===== config.mk =====
export PLATFORM = sky130hd
export DESIGN_NAME = uart_rx
export DESIGN_NICKNAME = d
export VERILOG_FILES = /design/src/rtl/uart_rx.sv
export SDC_FILE = /design/constraint.sdc
export NUM_CORES = 1
export LEC_CHECK = 0
export BUFFER_PORTS_ARGS = -buffer_cell sky130_fd_sc_hd__buf_4
export CORE_ASPECT_RATIO = 1.4
export CORE_MARGIN = 3
export CORE_UTILIZATION = 45
export DETAILED_ROUTE_END_ITERATION = 10
export GPL_TIMING_DRIVEN = 0
export PLACE_DENSITY = 0.65
export SETUP_SLACK_MARGIN = 0.3
export SKIP_CTS_REPAIR_TIMING = 1
export SLEW_MARGIN = 20
export SYNTH_ARGS = -nofsm -noshare
export SYNTH_HDL_FRONTEND = slang
export SYNTH_SLANG_ARGS = --single-unit
export TNS_END_PERCENT = 30

===== constraint.sdc =====
create_clock -name i_clk -period 2.08 [get_ports i_clk]
set_input_delay 0.208 -clock i_clk [delete_from_list [all_inputs] [get_ports i_clk]]
set_output_delay 0.208 -clock i_clk [all_outputs]
set_load 0.005 [all_outputs]

===== src/rtl/uart_rx.sv =====
// rtl/uart_rx.sv - UART receiver: 8 data bits LSB first, even parity, one stop bit
//
// Purpose: synchronises the serial line, checks the start, parity and stop
// bits, and presents each received byte with a one-cycle valid strobe and
// error flags.
//
// Ports:
//   i_clk          system clock, rising edge
//   i_reset        asynchronous, active-high reset
//   i_rx           serial line, idle high, asynchronous to i_clk
//   o_data         last received byte (held until the next valid)
//   o_valid        one-cycle pulse when a frame completes
//   o_parity_err   parity mismatch on the last frame
//   o_frame_err    stop bit sampled low on the last frame
//   o_busy         high whenever the receiver is not idle
module uart_rx #(
  parameter int CLK_FREQ  = 50000,
  parameter int BAUD_RATE = 10000
) (
  input  logic       i_clk,
  input  logic       i_reset,
  input  logic       i_rx,
  output logic [7:0] o_data,
  output logic       o_valid,
  output logic       o_parity_err,
  output logic       o_frame_err,
  output logic       o_busy
);

  localparam int N    = 2 * (CLK_FREQ / (BAUD_RATE * 2));
  localparam int HALF = N / 2;
  localparam int CW   = $clog2(N);

  localparam logic [CW-1:0] CNT_LAST = CW'(N - 1);
  localparam logic [CW-1:0] CNT_MID  = CW'(HALF - 1);

  typedef enum logic [2:0] {
    S_IDLE,
    S_START,
    S_DATA,
    S_PARITY,
    S_STOP,
    S_WAIT_HIGH
  } state_t;

  logic          r_sync1;
  logic          r_rx_s;
  state_t        r_state;
  logic [CW-1:0] r_cnt;
  logic [2:0]    r_idx;
  logic [7:0]    r_shift;
  logic          r_par;
  logic [7:0]    r_data;
  logic          r_valid;
  logic          r_parity_err;
  logic          r_frame_err;
  logic          r_busy;

  // Both flops reset high so that leaving reset never looks like a start edge.
  always_ff @(posedge i_clk or posedge i_reset) begin
    if (i_reset) begin
      r_sync1 <= 1'b1;
      r_rx_s  <= 1'b1;
    end else begin
      r_sync1 <= i_rx;
      r_rx_s  <= r_sync1;
    end
  end

  always_ff @(posedge i_clk or posedge i_reset) begin
    if (i_reset) begin
      r_state      <= S_IDLE;
      r_cnt        <= '0;
      r_idx        <= 3'd0;
      r_shift      <= 8'd0;
      r_par        <= 1'b0;
      r_data       <= 8'd0;
      r_valid      <= 1'b0;
      r_parity_err <= 1'b0;
      r_frame_err  <= 1'b0;
      r_busy       <= 1'b0;
    end else begin
      r_valid <= 1'b0;
      case (r_state)
        S_IDLE: begin
          if (!r_rx_s) begin
            r_state <= S_START;
            r_cnt   <= '0;
            r_busy  <= 1'b1;
          end
        end

        // Re-check the line half a bit in; a short low pulse is a glitch.
        S_START: begin
          if (r_cnt == CNT_MID) begin
            r_cnt <= '0;
            if (!r_rx_s) begin
              r_state <= S_DATA;
              r_idx   <= 3'd0;
            end else begin
              r_state <= S_IDLE;
              r_busy  <= 1'b0;
            end
          end else begin
            r_cnt <= r_cnt + 1'b1;
          end
        end

        // Counting from mid-start, every N clocks lands mid-bit.
        S_DATA: begin
          if (r_cnt == CNT_LAST) begin
            r_cnt   <= '0;
            r_shift <= {r_rx_s, r_shift[7:1]};
            r_idx   <= r_idx + 3'd1;
            if (r_idx == 3'd7) begin
              r_state <= S_PARITY;
            end
          end else begin
            r_cnt <= r_cnt + 1'b1;
          end
        end

        // Even parity: received bit XOR data bits is 1 on mismatch.
        S_PARITY: begin
          if (r_cnt == CNT_LAST) begin
            r_cnt   <= '0;
            r_par   <= r_rx_s ^ (^r_shift);
            r_state <= S_STOP;
          end else begin
            r_cnt <= r_cnt + 1'b1;
          end
        end

        // Frames with errors still pulse valid; the flags qualify the byte.
        S_STOP: begin
          if (r_cnt == CNT_LAST) begin
            r_cnt        <= '0;
            r_data       <= r_shift;
            r_parity_err <= r_par;
            r_frame_err  <= ~r_rx_s;
            r_valid      <= 1'b1;
            if (r_rx_s) begin
              r_state <= S_IDLE;
              r_busy  <= 1'b0;
            end else begin
              r_state <= S_WAIT_HIGH;
            end
          end else begin
            r_cnt <= r_cnt + 1'b1;
          end
        end

        // A held-low (break) line must return high before a new start counts.
        S_WAIT_HIGH: begin
          if (r_rx_s) begin
            r_state <= S_IDLE;
            r_busy  <= 1'b0;
          end
        end

        default: begin
          r_state <= S_IDLE;
          r_cnt   <= '0;
          r_busy  <= 1'b0;
        end
      endcase
    end
  end

  assign o_data       = r_data;
  assign o_valid      = r_valid;
  assign o_parity_err = r_parity_err;
  assign o_frame_err  = r_frame_err;
  assign o_busy       = r_busy;

endmodule


* After elaboration in Yosys (flattened, before gate mapping) *
Index checks and enable logic that the tools add are counted.

storage, ports and cells
  flip-flop bits (word level) = 31
  input bits = 3
  output and inout bits = 12
  word-level logic and storage cells = 71

operators by class
  $add $sub $neg = 2
  eq/ne operators = 16
  multiplexer cells = 25
  bitwise operators = 4
  reduce and logical (&&, ||, !) cells = 12

operator list
  operator                                                         number
  3-bit 2-to-1 mux                                                 11
  3-bit case mux with 6 select lines                               1
  2-bit != test, second input constant                             8
  3-bit == test, second input constant                             3
  2-bit 2-to-1 mux                                                 4
  2-bit case mux with 4 select lines                               1
  2-bit AND reduction                                              4
  4-bit AND reduction                                              2
  8-bit XOR reduction                                              1
  7-bit AND reduction                                              1
  3-bit by 2-bit == test with 1-bit output, second input constant  2
  1-bit 2-to-1 mux                                                 6
  3-bit case mux with 2 select lines                               1
  1-bit case mux with 5 select lines                               1
  3-bit by 1-bit adder with 3-bit output, second input constant    1
  3-bit by 1-bit == test with 1-bit output, second input constant  1
  3-bit logical NOT                                                1
  1-bit inverter                                                   3
  3-bit OR reduction                                               1
  2-bit by 1-bit adder with 2-bit output, second input constant    1
  2-bit by 1-bit == test with 1-bit output, second input constant  1
  2-bit == test, second input constant                             1
  2-bit nonzero test                                               1
  2-bit OR reduction                                               1
  1-bit bitwise XOR                                                1

* Longest topological paths before layout *
Gate-level depths: netlist of the first run.

  word-level depth = 4
  mapped depth = 6
  depth with buffers taken out = 6

* Worst setup path after synthesis of the first run *
OpenSTA, ideal clock, no wires.

  path type = flip-flop to flip-flop
  start = reg r_cnt[0]
  end = reg r_shift[0]
  setup time = 125 ps
  data arrival time = 1488 ps
  required time = 1955 ps
  slack = 467 ps
  cell stages (with the launch flop) = 7
  buffers on the path = 2
  clock period less this slack = 1613 ps
  cells stage by stage = dfrtp_1 > ha_1 > buf_4 > inv_1 > nor4b_4 > buf_4 > mux2_2

between the ends
  longest elaborated chain between the ends = 2

RTL lines
  what                                  RTL line  text
  from (decl)                           49        logic [CW-1:0] r_cnt;
  from (signal assigned)                105       r_cnt <= r_cnt + 1'b1;
  from (signal assigned)                119       r_cnt <= r_cnt + 1'b1;
  from (signal assigned)                130       r_cnt <= r_cnt + 1'b1;
  2-bit == test                         111       if (r_cnt == CNT_LAST) begin
  2-bit AND reduction (no source line)  n/a
  to (signal assigned)                  113       r_shift <= {r_rx_s, r_shift[7:1]};
  to (decl)                             51        logic [7:0] r_shift;

Every way passes these cells.
A chain may end at the register's enable or synchronous reset.

* Worst setup path in the final report of the first run *
  start = reg r_cnt[1]
  end = reg r_shift[1]

Same word-level chain as after synthesis.

==> results by group, run 1 <==
Drt
  • Drt wl/cell: between 15 and 20 um
  • Met3 wire len: 92 um
  • WL met2: 1560 um
  • Drt initial violations: 16
  • Final ANT Viol Nets: 0
  • Metal-1 WL: between 1000 and 1500 um
  • Uppermost routed layer: met4
  • Residual DRC: 0
  • Vias per cell: between 5 and 6
  • TritonRoute pass-1 iters: 4
  • Total wire length: between 2000 and 3000 um
  • Total number of vias: around 1000

STA
  • RSZ-0062 raised after global routing: false
  • Final setup violation count: 0
  • Fin crit period: between 1.5 and 2 ns
  • Worst hold slack: 0.0142 ns
  • Setup TNS Final: 0 ns
  • Final period utilization: 0.828
  • Slew Viols, Final: 0
  • Max frequency: 0.581 GHz
  • Final hold vios: 0
  • Worst relative slew slack: 0.576
  • Least-Margin Pin Slew: roughly 0.64 ns
  • Final Skew: 0.00337 ns

CTS
  • Clock buffer depth: 2
  • H-tree Lvls: 2
  • Clock latency on the worst-skew pair: 0.28 ns
  • TritonCTS Buffers: 5
  • Clk sinks: 31
  • Worst-path clk slew: about 0.07 ns
  • CTS tree: done
  • Root buffer cell: clkbuf_8

Power
  • Sw frac: 0.320
  • Psw: 0.000719 W
  • Peak VDD IR: approximately 600 uV
  • Power Dens Cells: approximately 1200 nW/um2
  • Sequential power share: 0.372
  • Combinational share of power: 0.358
  • Total leakage power: approximately 0.90 nW
  • Cell internal pwr: 0.00153 W
  • Clk pwr share: 0.270
  • Overall Power: about 0.0022 W

Yosys
  • Number of distinct library cells after synthesis: 38
  • Mapped cell area: around 1500 um2
  • Synth area leader: dfrtp_1
  • Post-Syn Instances: approximately 120
  • Yosys reg bits: 31
  • Yosys top cell area share: 0.474
  • Syn Nets: between 100 and 150
  • Synth area leaders: dfrtp_1, mux2_2, ha_1
  • Yosys warns: 0
  • Mapped Avg Cell Area: around 12 um2
  • Sequential share of the synthesized area: 0.509

Finish
  • Most common cell after layout, fill and taps aside: dfrtp_1
  • Most frequent cells in the layout: dfrtp_1, buf_4, mux2_2
  • Layout Cells excl Fill: between 150 and 200
  • Area Overhead vs Synth: 20.4%
  • Final #Nets: ~160
  • Ratio of cells with drive above 1 in the final layout: 0.420
  • Fin area: 1840 um2
  • Antenna diodes: 0

Setup path
  • Critical path class: flop to flop
  • CP Launch Type: flop
  • Slowest-stage cell, CP: dfrtp_1
  • Buf/Inv on CP: 3
  • Worst-path cell chain: ha_2, buf_6, inv_2, nor4b_4, buf_6, mux2_2
  • CP Max Fanout: 8
  • Worst path required time: around 2.2 ns
  • Worst stage delay on the critical path: slightly above 0.4 ns
  • CP arrival: 1.89 ns
  • Cell mode on critical path: buf_6
  • Worst Setup End Kind: flop
  • Largest delay share family, worst path: flip-flops

Run status
  • Status: finished, final reports clean

Place
  • Placed cells: ~180
  • Port-buffer cells: 14
  • Dpl cell area: around 1700 um2
  • Routability cong.: between 0.7 and 0.8
  • DP HPWL: roughly 2000 um

GRT
  • Total GRT Usage: 0.154
  • Largest net degree at the start of global routing: 32
  • Global route total overflow: 0
  • Vias in the first global route: approximately 1000
  • Initial antenna violation count: 0
  • First-pass GRT wire length: just under 5000 um

Floorplan
  • # rows: 24
  • DIE WIDTH: 55.3 um
  • Initial core utilization: 0.481
  • Core area: approximately 3200 um2
  • Full die area: approximately 4100 um2
  • I/O pin cnt: 15
  • Chip height: roughly 75 um

Job
  • Maxcap violations: 0

Min path
  • Min-Delay Path Class: input pin to async pin
[routing by layer]
| layer | GRT usage | up-vias |
|---|---|---|
| li1 | - | 482 |
| met1 | 0.169 | 503 |
| met2 | 0.271 | 24 |
| met3 | 0.0412 | 8 |
| met4 | 0.0865 | 0 |
| met5 | 0 | - |
[sequential cells by signal (all words and copies together), names as in the netlist]
register	flops
o_data	8
r_shift	8
r_idx	3
r_state	3
r_cnt	2
o_busy	1
o_frame_err	1
o_parity_err	1
o_valid	1
r_par	1
r_rx_s	1
r_sync1	1
[worst register-to-register path, stage by stage (launching register included)]
cell,delay [ns]
dfrtp_1,0.41
ha_2,0.19
buf_6,0.12
inv_2,0.06
nor4b_4,0.31
buf_6,0.18
mux2_2,0.35
[power groups by stage]
stage | combinational [W] | clock (W) | sequential, W
after floorplan | 0.000613 | 0 | 0.000817
after CTS | 0.000770 | 0.000624 | 0.000834
after global routing | 0.000887 | 0.000657 | 0.000856
after detailed placement | 0.000768 | 0 | 0.000844
after global placement | 0.000727 | 0 | 0.000834
final | 0.000803 | 0.000607 | 0.000835
[area by class of cell]
| type | instances | area (um2) |
|---|---|---|
| inverters | 6 | 22.5 |
| clock buffers | 6 | 82.6 |
| well taps | 39 | 48.8 |
| repair buffers | 18 | 135 |
| clock inverters | 2 | 35.0 |
| fillers | 278 | 1340 |
| multi-input cells | 79 | 673 |
| plain buffers | 8 | 66.3 |
| flip-flops and latches | 31 | 779 |
[Yosys cell counts (all sizes together)]
library cell	count
a2111oi	1
a211oi	1
a21o	1
a21oi	6
a22o	2
a22oi	1
and3b	1
buf	6
clkbuf	2
dfrtp	29
dfstp	2
ha	5
inv	6
mux2	18
nand2	7
nand2b	3
nand3	3
nand3b	1
nand4b	1
nor2	4
nor3	1
nor4b	2
o21ai	10
o22a	1
o31a	1
o41ai	1
or3b	1
xnor2	4
xnor3	1
xor2	2
[path summary, 6_finish.rpt]
check | startpoint | end | slack [ns] | cells after the start
max | r_cnt[1] | r_shift[1] | 0.36 | 6
min | i_reset | r_shift[1] | 0.01 | 2
max reg2reg | r_cnt[1] | r_shift[1] | 0.36 | 6
min reg2reg | r_sync1 | r_rx_s | 0.37 | 0
max in group asynchronous | i_reset | r_cnt[0] | 1.61 | 2
min in group i_clk | i_rx | r_sync1 | 0.03 | 1
[logic make-up (layout without fill, tap and decap cells)]
group                    count (synthesis)  in the layout  share of synthesized area
AO/OA/AOI/OAI                           25             25                      0.116
XOR/XNOR                                 7              7                     0.0491
adder cells (fa/ha/maj)                  5              5                     0.0409
buffers and inverters                   14             40                     0.0531
flip-flops                              31             31                      0.509
multiplexers                            18             18                      0.132
AND/OR/NAND/NOR                         24             24                     0.0998
[per-stage QoR]
step                setup slack (ns)  utilization
global placement               0.344        0.529
detailed placement             0.310        0.529
floorplan                      0.467            -
global route                   0.300        0.579
CTS                            0.290        0.566
finish                         0.359        0.579
Note: power is estimated with default switching activity, not from simulation.
==> inputs of run 2 (changes only) <==
Settings changed: ABC_AREA set to 1, PLACE_DENSITY 0.65 to 0.68.
Clock period 2.08 ns to 1.45 ns, I/O delays scaled along.
==> run 2 against run 1 <==
Flip-flop and latch count unchanged. Maximum frequency increased by 34%. Clock power increased by 39%. Synthesized cell count increased by 52%. Non-clock buffer count increased by 5. Routed wire length increased by 17%. Die area increased by 6.3%. First-iteration DRC count increased to 4.0 times the previous value.
==> results by group, run 2 <==
STA
  • Fin crit period: 1.28 ns (was 1.72 ns)
  • Post-route setup slack: 0.168 ns (was 0.359 ns)
  • RSZ-0062 raised after global routing: true (was false)
  • Worst relative slew slack: 0.572 (was 0.576)
  • Max frequency: 0.780 GHz (was 0.581 GHz)
  • Worst hold slack: 0.356 ns (was 0.0142 ns)
  • Final period utilization: 0.884 (was 0.828)
  • Final Skew: 0.00743 ns (was 0.00337 ns)
  • Least-Margin Pin Slew: 0.641 ns (was 0.635 ns)
  • Slew Viols, Final: 0 (unchanged)
  • Setup TNS Final: 0 ns (unchanged)
  • Final setup violation count: 0 (unchanged)
  • Final hold vios: 0 (unchanged)

Floorplan
  • Core area: 3440 um2 (was 3180 um2)
  • Chip height: 77.4 um (was 75 um)
  • Full die area: 4410 um2 (was 4150 um2)
  • DIE WIDTH: 57.0 um (was 55.3 um)
  • # rows: 25 (was 24)
  • Initial core utilization: 0.476 (was 0.481)
  • I/O pin cnt: 15 (unchanged)

Place
  • Dpl ws: 0.138 ns (was 0.310 ns)
  • Routability cong.: 0.869 (was 0.776)
  • Dpl cell area: 1820 um2 (was 1680 um2)
  • Port-buffer cells: 14 (unchanged)
  • Placed cells: 242 (was 177)
  • DP HPWL: 2410 um (was 2020 um)

Yosys
  • Ys flop type: dfrtp_1 (unchanged)
  • Syn Nets: 196 (was 132)
  • Mapped cell area: 1640 um2 (was 1530 um2)
  • Mapped Avg Cell Area: 8.71 um2 (was 12.3 um2)
  • Synth area leader: dfrtp_1 (unchanged)
  • Post-synth EDFFs: 0 (unchanged)
  • Sequential share of the synthesized area: 0.475 (was 0.509)
  • Yosys reg bits: 31 (unchanged)
  • Synth area leaders: dfrtp_1, nand2_1, o21ai_2 (was dfrtp_1, mux2_2, ha_1)
  • Post-Syn Instances: 188 (was 124)
  • Number of distinct library cells after synthesis: 26 (was 38)
  • Post-synth top cells: nand2_1, dfrtp_1, inv_1, nor2_1, o21ai_2 (was dfrtp_1, mux2_2, o21ai_0, nand2_1)
  • Yosys warns: 0 (unchanged)
  • Synth async-reset ratio: 1.00 (unchanged)
  • Yosys top cell area share: 0.443 (was 0.474)
  • Most frequent cell after synthesis: nand2_1 (was dfrtp_1)

Drt
  • Total number of vias: 1332 (was 1017)
  • Final ANT Viol Nets: 0 (unchanged)
  • Total wire length: 3380 um (was 2880 um)
  • Drt wl/cell: 12.8 um (was 15.2 um)
  • Residual DRC: 0 (unchanged)
  • Drt initial violations: 64 (was 16)
  • Vias per cell: 5.06 (was 5.38)
  • TritonRoute pass-1 iters: 4 (unchanged)

CTS
  • Clock latency on the worst-skew pair: 0.29 ns (was 0.28 ns)
  • Root buffer cell: clkbuf_8 (unchanged)
  • Worst-path clk slew: 0.06 ns (was 0.07 ns)
  • TritonCTS Buffers: 5 (unchanged)
  • Clock buffer depth: 2 (unchanged)
  • Clk sinks: 31 (unchanged)
  • H-tree Lvls: 2 (unchanged)
  • CTS tree: done (unchanged)

Finish
  • Layout Cells excl Fill: 263 (was 189)
  • Fin area: 2100 um2 (was 1840 um2)
  • Ratio of cells with drive above 1 in the final layout: 0.359 (was 0.420)
  • Area Overhead vs Synth: 28.4% (was 20.4%)
  • Antenna diodes: 0 (unchanged)
  • Final #Nets: 230 (was 157)
  • Most frequent cells in the layout: nand2_1, dfrtp_1, buf_4 (was dfrtp_1, buf_4, mux2_2)
  • Most common cell after layout, fill and taps aside: nand2_1 (was dfrtp_1)
  • FILL cells: 305 (was 278)

GRT
  • Global route total overflow: 0 (unchanged)
  • Largest net degree at the start of global routing: 32 (unchanged)
  • Initial antenna violation count: 0 (unchanged)
  • First-pass GRT wire length: 5650 um (was 4880 um)
  • Total GRT Usage: 0.167 (was 0.154)
  • Vias in the first global route: 1345 (was 1045)

Setup path
  • CP Launch Type: flop (unchanged)
  • Worst-path cell chain: nor2_4, nand2_4, nor2_8, buf_12, nor2_1, nor2_1 (was ha_2, buf_6, inv_2, nor4b_4, buf_6, mux2_2)
  • CP Max Fanout: 6 (was 8)
  • Worst stage delay on the critical path: 0.47 ns (was 0.41 ns)
  • Slowest-stage cell, CP: dfrtp_2 (was dfrtp_1)
  • CP arrival: 1.50 ns (was 1.89 ns)
  • Critical path class: flop to flop (unchanged)
  • Worst path required time: 1.67 ns (was 2.24 ns)
  • Worst Setup End Kind: flop (unchanged)
  • Cell mode on critical path: nor2_1 (was buf_6)

Run status
  • Status: finished, final reports clean (unchanged)

Job
  • Maxcap violations: 0 (unchanged)

Power
  • Power Dens Cells: 1510 nW/um2 (was 1220 nW/um2)
  • Total leakage power: 1.08 nW (was 0.903 nW)
  • Peak VDD IR: 909 uV (was 602 uV)

Min path
  • Min-Delay Path Class: flop to flop (was input pin to async pin)
[run 2: area by class of cell]
class	count	area (um2)	area share
buffer	4	48.8	0.0232
clock buffer	5	68.8	0.0327
clock inverter	3	43.8	0.0208
inverter	29	114	0.0541
multi-input combinational	124	761	0.362
sequential	31	779	0.371
tap	40	50.0	0.0238
timing repair buffer	27	238	0.113
[run 2: kinds of logic after synthesis]
family	Yosys count	synth area share
compound gates	32	0.132
fa+ha+maj	5	0.0382
flops	31	0.475
buf+inv	33	0.0924
simple gates	87	0.262
[run 2: worst max-delay path, delay by kind of cell (launching register included)]
kind / cells / cell delay (ns)
and+or+nand+nor: 5 / 0.60
DFF: 1 / 0.47
buffers and inverters: 1 / 0.14
[run 2: path summary, 6_finish.rpt]
path                       startpoint    endpoint  slack [ns]  cells after the start
setup / recovery           r_state[2]    r_idx[0]        0.17                      6
hold / removal                r_sync1      r_rx_s        0.36                      0
setup reg to reg           r_state[2]    r_idx[0]        0.17                      6
hold reg to reg               r_sync1      r_rx_s        0.36                      0
max in group asynchronous     i_reset  r_state[2]        0.47                      3
min in group asynchronous     i_reset   o_data[7]        0.52                      3
[run 2: layer usage]
metal,wire length [um],track usage,up-vias
met5,0,0,-
met4,102,0.0951,0
met3,130,0.0499,13
met2,1880,0.296,26
met1,1260,0.168,640
li1,-,-,653
[run 2: power by group]
group	switching, W	internal (W)	total (W)
Combinational	0.000703	0.000480	0.00118
Sequential	0.000132	0.00101	0.00115
Clock	0.000335	0.000511	0.000846
[run 2: stage by stage]
stage,total power [W],utilization
2_1_floorplan,0.00195,-
3_3_place_gp,0.00214,0.529
3_5_place_dp,0.00220,0.529
4_1_cts,0.00306,0.562
5_1_grt,0.00341,0.611
6_report,0.00318,0.611
